`config.mk`:
```
export PLATFORM = sky130hd
export DESIGN_NAME = filter_pixel_accum_flat
export DESIGN_NICKNAME = d
export VERILOG_FILES = /design/src/rtl/filter_pixel_accum_if.sv /design/src/rtl/filter_pixel_accum.sv /design/src/flat_wrapper.sv
export SDC_FILE = /design/constraint.sdc
export NUM_CORES = 1
export LEC_CHECK = 0
export ABC_AREA = 1
export BUFFER_PORTS_ARGS = -buffer_cell sky130_fd_sc_hd__buf_2
export CAP_MARGIN = 30
export CORE_ASPECT_RATIO = 1.75
export CORE_MARGIN = 1.5
export CORE_UTILIZATION = 25
export DETAILED_ROUTE_END_ITERATION = 6
export PLACE_DENSITY = 0.45
export SLEW_MARGIN = 10
export SYNTH_ARGS = -nofsm -noshare
export SYNTH_HDL_FRONTEND = slang
export SYNTH_SLANG_ARGS = --single-unit
```
`constraint.sdc`:
```
create_clock -name clk -period 2.1 [get_ports clk]
set_clock_uncertainty 0.05 [all_clocks]
set_input_delay 0.105 -clock clk [delete_from_list [all_inputs] [get_ports clk]]
set_output_delay 0.105 -clock clk [all_outputs]
set_load 0.02 [all_outputs]
```
`src/rtl/filter_pixel_accum_if.sv`:
```
// Row-input / pixel-output bundle between the vector ALU reduce lane and the pixel accumulator.
// slave is the accumulator side; master is the ALU issue logic plus the pixel consumer.
interface filter_pixel_accum_if #(
  parameter int unsigned N     = 18,
  parameter int unsigned V     = 3,
  parameter int unsigned PIX_W = 8
);
  logic                  in_valid;
  logic                  in_ready;
  logic [V-1:0][N-1:0]   in_result;
  logic [3:0]            in_flags;
  logic                  flush;
  logic                  out_valid;
  logic                  out_ready;
  logic [PIX_W-1:0]      out_pixel;
  logic                  out_sat;
  logic                  out_ovf;

  modport slave (
    input  in_valid, in_result, in_flags, flush, out_ready,
    output in_ready, out_valid, out_pixel, out_sat, out_ovf
  );

  modport master (
    output in_valid, in_result, in_flags, flush, out_ready,
    input  in_ready, out_valid, out_pixel, out_sat, out_ovf
  );
endinterface

```
`src/rtl/filter_pixel_accum.sv`:
```
// Accumulates KROWS ALU row sums per pixel, normalises by >>> SHIFT and clamps to PIX_W bits.
// Optional macro FILTER_ACC_OVF_EN enables sticky ALU-overflow tracking on out_ovf.
module filter_pixel_accum #(
  parameter int unsigned N     = 18,
  parameter int unsigned V     = 3,
  parameter int unsigned KROWS = 3,
  parameter int unsigned SHIFT = 4,
  parameter int unsigned PIX_W = 8
) (
  input  logic                  clk,
  input  logic                  rst_n,
  filter_pixel_accum_if.slave   bus
);
  localparam int unsigned AW = N + 3;
  localparam int unsigned CW = 3;

  logic signed [AW-1:0] r_acc;
  logic [CW-1:0]        r_cnt;
  logic signed [AW-1:0] w_row;
  logic signed [AW-1:0] w_sum;
  logic signed [AW-1:0] w_norm;
  logic                 w_accept;
  logic                 w_last;
  logic                 w_neg;
  logic                 w_big;
  logic [PIX_W-1:0]     w_pix;
  logic                 w_ovf_pix;
  logic                 w_unused;

  // Output state doubles as the ACC/HOLD state: holding stalls the ALU.
  assign bus.in_ready = !bus.flush && !(bus.out_valid && !bus.out_ready);
  assign w_accept     = bus.in_valid && bus.in_ready;
  assign w_last       = w_accept && (r_cnt == CW'(KROWS - 1));

  assign w_row  = {{(AW-N){bus.in_result[0][N-1]}}, bus.in_result[0]};
  assign w_sum  = r_acc + w_row;
  assign w_norm = w_sum >>> SHIFT;
  assign w_neg  = w_norm[AW-1];
  assign w_big  = |w_norm[AW-2:PIX_W];
  assign w_pix  = w_neg ? '0 : (w_big ? '1 : w_norm[PIX_W-1:0]);

`ifdef FILTER_ACC_OVF_EN
  logic r_ovf_acc;

  assign w_ovf_pix = r_ovf_acc | bus.in_flags[3];
  assign w_unused  = ^{bus.in_result[V-1:1], bus.in_flags[2:0]};

  always_ff @(posedge clk) begin
    if (!rst_n) begin
      r_ovf_acc <= 1'b0;
    end else if (bus.flush || w_last) begin
      r_ovf_acc <= 1'b0;
    end else if (w_accept) begin
      r_ovf_acc <= w_ovf_pix;
    end
  end
`else
  assign w_ovf_pix = 1'b0;
  assign w_unused  = ^{bus.in_result[V-1:1], bus.in_flags};
`endif

  // Row accumulation; the last row both closes the pixel and restarts the sum.
  always_ff @(posedge clk) begin
    if (!rst_n) begin
      r_acc <= '0;
      r_cnt <= '0;
    end else if (bus.flush || w_last) begin
      r_acc <= '0;
      r_cnt <= '0;
    end else if (w_accept) begin
      r_acc <= w_sum;
      r_cnt <= r_cnt + CW'(1);
    end
  end

  // Pixel register: a consumed pixel is replaced if a new one lands the same cycle.
  always_ff @(posedge clk) begin
    if (!rst_n) begin
      bus.out_valid <= 1'b0;
      bus.out_pixel <= '0;
      bus.out_sat   <= 1'b0;
      bus.out_ovf   <= 1'b0;
    end else if (w_last) begin
      bus.out_valid <= 1'b1;
      bus.out_pixel <= w_pix;
      bus.out_sat   <= w_neg | w_big;
      bus.out_ovf   <= w_ovf_pix;
    end else if (bus.out_valid && bus.out_ready) begin
      bus.out_valid <= 1'b0;
    end
  end
endmodule
```
`src/flat_wrapper.sv`:
```
// flat-port wrapper written by rule: the top's interface ports become plain ports
module filter_pixel_accum_flat 
#(
  parameter int unsigned N     = 18,
  parameter int unsigned V     = 3,
  parameter int unsigned KROWS = 3,
  parameter int unsigned SHIFT = 4,
  parameter int unsigned PIX_W = 8
)
  (clk, rst_n, bus_in_valid, bus_in_result, bus_in_flags, bus_flush, bus_out_ready, bus_in_ready, bus_out_valid, bus_out_pixel, bus_out_sat, bus_out_ovf);
  filter_pixel_accum_if #(.N(N), .V(V), .PIX_W(PIX_W)) bus_i ();
  input  logic clk;
  input  logic rst_n;
  input wire logic [$bits(bus_i.in_valid)-1:0] bus_in_valid;
  input wire logic [$bits(bus_i.in_result)-1:0] bus_in_result;
  input wire logic [$bits(bus_i.in_flags)-1:0] bus_in_flags;
  input wire logic [$bits(bus_i.flush)-1:0] bus_flush;
  input wire logic [$bits(bus_i.out_ready)-1:0] bus_out_ready;
  output wire logic [$bits(bus_i.in_ready)-1:0] bus_in_ready;
  output wire logic [$bits(bus_i.out_valid)-1:0] bus_out_valid;
  output wire logic [$bits(bus_i.out_pixel)-1:0] bus_out_pixel;
  output wire logic [$bits(bus_i.out_sat)-1:0] bus_out_sat;
  output wire logic [$bits(bus_i.out_ovf)-1:0] bus_out_ovf;
  assign bus_i.in_valid = bus_in_valid;
  assign bus_i.in_result = bus_in_result;
  assign bus_i.in_flags = bus_in_flags;
  assign bus_i.flush = bus_flush;
  assign bus_i.out_ready = bus_out_ready;
  assign bus_in_ready = bus_i.in_ready;
  assign bus_out_valid = bus_i.out_valid;
  assign bus_out_pixel = bus_i.out_pixel;
  assign bus_out_sat = bus_i.out_sat;
  assign bus_out_ovf = bus_i.out_ovf;
  filter_pixel_accum #(.N(N), .V(V), .KROWS(KROWS), .SHIFT(SHIFT), .PIX_W(PIX_W)) u_core (.clk(clk), .rst_n(rst_n), .bus(bus_i));
endmodule
```
# Word-level counts from Yosys, hierarchy flattened
# Index checks and enable logic that the tools add are counted.
# Widths: inputs -> output; s select.
word_totals:
  register_bits: 34
  inputBits: 63
  output_inout_bits: 12
  wordCells: 26
op_classes:
  n_addsub: 2
  eq_ne: 1
  n_mux: 4
  n_bitwise: 2
  n_reduce_logical: 12
op_table:
  columns: ["operator", "n"]
  rows:
  - ["$add 21x18->21", 1]
  - ["$mux 8", 2]
  - ["$reduce_or 9->1", 1]
  - ["$logic_and 1x1->1", 5]
  - ["$add 3x1->3 const B", 1]
  - ["$eq 3x2->1 const B", 1]
  - ["$logic_not 1->1", 3]
  - ["$mux 1", 2]
  - ["$reduce_bool 2->1", 1]
  - ["$reduce_or 2->1", 1]
  - ["$logic_or 1x1->1", 1]
  - ["$not 1->1", 1]
  - ["$or 1x1->1", 1]

# Depth between registers and ports, before layout
logic_depth:
  word_depth: 8
  depth_mapped: 16
  ltp_nobuf: 16

# Least setup slack after synthesis
# Ideal clock, no wire load.
synth_timing:
  kind: "register -> register"
  from: "register u_core.r_acc[0]"
  to: "register u_core.bus.out_pixel[0]"
  setup_time_ps: 112
  t_arrival_ps: 1923
  required_ps: 1938
  path_slack_ps: 15
  stages_incl_launch_ff: 16
  n_path_buf: 1
  synth_period_minus_slack_ps: 2085
  cell_sequence: "dfxtp_1 > ha_1 > fa_1 > nand2_1 > nand2_1 > nand3b_1 > nand2_2 > nand2_2 > nand2_2 > nand2_2 > nand2_2 > xor2_2 > and2_1 > buf_6 > nand2_1 > nand2_1"
synth_via:
  elab_chain_cells: 4
synth_rtl:
  columns: ["item", "line", "source"]
  rows:
  - ["start: declaration", "filter_pixel_accum.sv:17", "logic signed [AW-1:0] r_acc;"]
  - ["start signal: assignment", "filter_pixel_accum.sv:71", "r_acc <= w_sum;"]
  - ["$add 21x18->21 *", "filter_pixel_accum.sv:36", "assign w_sum = r_acc + w_row;"]
  - ["$reduce_or 9->1", "filter_pixel_accum.sv:39", "assign w_big = |w_norm[AW-2:PIX_W];"]
  - ["$mux 8", "filter_pixel_accum.sv:40", "assign w_pix = w_neg ? '0 : (w_big ? '1 : w_norm[PIX_W-1:0]);"]
  - ["$mux 8 *", "filter_pixel_accum.sv:40", null]
  - ["end signal: assignment", "filter_pixel_accum.sv:85", "bus.out_pixel <= w_pix;"]
  - ["end: declaration", "filter_pixel_accum_if.sv:21", "output in_ready, out_valid, out_pixel, out_sat, out_ovf"]
# Every way passes the cells marked *; elsewhere a longest branch is shown, timed or not.
# A chain may end at the register's enable or synchronous reset.

# Final worst setup path
layout_timing:
  from: "register u_core.r_acc[0]"
  to: "register u_core.bus.out_pixel[7]"
# The elaborated chain is that of the path after synthesis.

==> results.toml <==
[grt]
grt_pass1_vias = 2865
grt.overflow.total = 0
antenna_found_initial = 0
grt.total_usage_pct = 15.7
grt_pass1_wl_mm = 13.9
grt_max_degree = 42

[sta]
hold_viol = 0
final.setup.worst_slack_ps = -59.6
slew_viol_final = 0
rsz0062_at_grt = "true"
period_share_pct = 103
setup_viol = 11
fin_crit_ps = 2160
fmax_mhz = 463

[clock_network]
cts.path.max_buffers = 2
cts_tree = "yes"
cts_made_buffers = 5
htree_levels = 2
clock_sinks = 34
insertion_delay_ps = 290
clk_pin_slew_ps = 50
holdBufCountCts = 0
cts-root-buf = "clkbuf_16"

[synth]
yosys_warnings = 0
synth_fa_ha_area_share_pct = 10.7
syn_area_mm2 = 0.00277
yosysUniqueCellTypes = 34
muxShareOfSynthArea_pct = 0
synth_top_family_by_area = "simple AND/OR/NAND/NOR gates"
ys_seq_elements = 34
synth-xor-area-share_pct = 4.07
synth_nets = 517
synth_cells = 431
ys_seq_area_share_pct = 24.6
syn_avg_cell_area_um2 = 6.42
synth-compound-area-share_pct = 9.95
synth-simple-area-share_pct = 38.9

[routing]
first_pass_iters = 4
drt_iter0_drc = 123
ant_nets = 0
num_vias = 2942
vias_per_cell = 4.53
drc = 0
wl_per_cell_um = 13.4
wl_mm = 8.68

[cells_and_area]
syn_to_final_growth_pct = 46.2
final_core_util_pct = 37.6
nFillCells = 1183
nets = 604
drive_above_1_share_pct = 38.9
design_area_mm2 = 0.00405
layoutNonFillerInstCount = 649
num_antenna_cells = 0

[worst_setup_path]
crit_type = "flop to flop"
cp.arrival_ps = 2290
cp_top_family = "simple AND/OR/NAND/NOR gates"
crit_required_ps = 2230
cpPeakStageDelay_ps = 340
path_buf_inv = 1
cp-end-kind = "flop"
cp_max_fo = 5
cp_common_cell = "nand2_2"
cpMaxStageDelayCell = "fa_2"
crit_chain = "ha_4, fa_2, nand2_2, nand2_1, nand3b_1, nand2_2, nand2_2, nand2_2, nand2_2, nand2_4, xor2_4, buf_4, nand4_1, nand2_1, nand2_1"
start_kind = "flop"

[hold_path]
hold_class = "input pin to flop"

[floorplan]
start_util_pct = 25.7
io_pins = 75
die_w_um = 82.5
core_area_mm2 = 0.0108
die_area_mm2 = 0.0117
fp.dieH_um = 142
rows = 50

[placement]
placed_area_mm2 = 0.00339
hpwl_mm = 6.81
io_buffer_count = 33
place.gp.congestion = 0.906
placed_cells = 630

[power_and_ir_drop]
pwr-share-seq_pct = 33.5
cellPowerDensity_mw_per_mm2 = 498
power_leakage_nw = 2.08
sw_frac_of_total_pct = 31.4
intPower_mw = 1.38
pwr-share-clk_pct = 38.0
vdd_ir_drop_max_v = 0.000416
p_switching_uw = 631
p_comb_share_pct = 28.5

[status]
outcome = "finished, violations left"
violations = "setup timing"

[job]
drv_cap = 0
==> Yosys cell counts (all sizes together) <==
cell,n,area [um2]
clkbuf,3,11.3
nand4,10,62.6
nor3,7,35.0
fa,1,20.0
ha,22,275
a31oi,1,6.26
nor2,27,156
dfxtp,34,681
nand2,167,664
xnor2,4,35.0
nand3b,8,60.1
xor2,8,77.6
inv,73,274
nand3,14,85.1
a21oi,23,119
buf,5,38.8
o21bai,1,7.51
and2,1,6.26
conb,1,3.75
o211ai,16,120
a21o,1,7.51
o21ai,3,15.0
or2,1,6.26
==> area by class of cell <==
class                           instances  area (um2)  area share [%]
Clock buffer                            6         139            3.43
Clock inverter                          2        12.5           0.309
Inverter                               73         274            6.77
Multi-Input combinational cell        318        2190            54.1
Sequential cell                        34         689            17.0
Tap cell                              130         163            4.02
Timing Repair Buffer                   86         579            14.3
==> cell families (layout without fill, tap and decap cells) <==
family,Yosys count,in the layout
DFF,34,34
and+or+nand+nor,235,237
xor gates and xnor gates,12,12
AOI/OAI and AO/OA,45,45
adders and majority gates,23,23
other,1,1
buffers and inverters,81,167
==> per-layer routing <==
metal,global-route usage [%],vias to the layer above,part of all wire (%)
li1,-,1531,-
met1,15.8,1357,38
met2,30.9,43,58
met3,1.67,11,1.6
met4,6.23,0,2.6
met5,0,-,0
==> repair_timing <==
action	CTS	global route
setup endpoints to repair	12	18
cloned	2	1
resized for setup	44	40
pin swaps	10	20
buffers inserted	3	5
==> worst min-delay path, stage by stage <==
cell	delay, ps
buf_2	70
inv_1	40
nand2_1	50
a21oi_1	50
==> power by group through the flow <==
stage	logic [mW]	clock network [mW]	registers, mW
after floorplan	0.280	0	0.681
after global placement	0.461	0	0.682
after detailed placement	0.460	0	0.682
after CTS	0.531	0.809	0.671
after global routing	0.631	0.818	0.675
final	0.575	0.765	0.674
==> placed cells by master (no fill, tap or decap), types with 7 or more instances in the layout <==
cell      synthesis  final
buf_4             3     51
xor2_1            7      7
dfxtp_2           0      7
inv_1            64     64
nor2_1           20     16
nor2_2            3      7
nand2_2          12     36
buf_2             1     33
dfxtp_1          34     27
nand2_1         154    127
ha_4              0     17
inv_2             9      9
nand4_1          10     10
a21oi_1          22     18
o211ai_1         16     16
nand3b_1          8      8
==> through the flow <==
stage	hold WS (ps)	setup TNS (ps)	worst slack, ps	power, mW
global placement	334	-1850	-216	1.14
floorplan	208	0	14.6	0.960
global route	64.2	-2060	-213	2.12
finish	46.6	-397	-59.6	2.01
detailed placement	349	-1860	-191	1.14
CTS	42.3	-56.9	-20.4	2.01
==> flip-flops by register name, summed over array words and instances (netlist names) <==
| name | flops |
|---|---|
| u_core.r_acc | 21 |
| u_core.bus.out_pixel | 8 |
| u_core.r_cnt | 3 |
| u_core.bus.out_sat | 1 |
| u_core.bus.out_valid | 1 |
==> worst paths after layout <==
check,startpoint,end,cells after the start,slack [ps]
worst max register to register,u_core.r_acc[0],u_core.bus.out_pixel[7],15,-60
worst min register to register,u_core.bus.out_pixel[2],u_core.bus.out_pixel[2],2,390
worst max-delay path,u_core.r_acc[0],u_core.bus.out_pixel[7],15,-60
worst min-delay path,bus_out_ready,u_core.bus.out_valid,4,50
No activity file was read; power rests on OpenSTA's default activity.
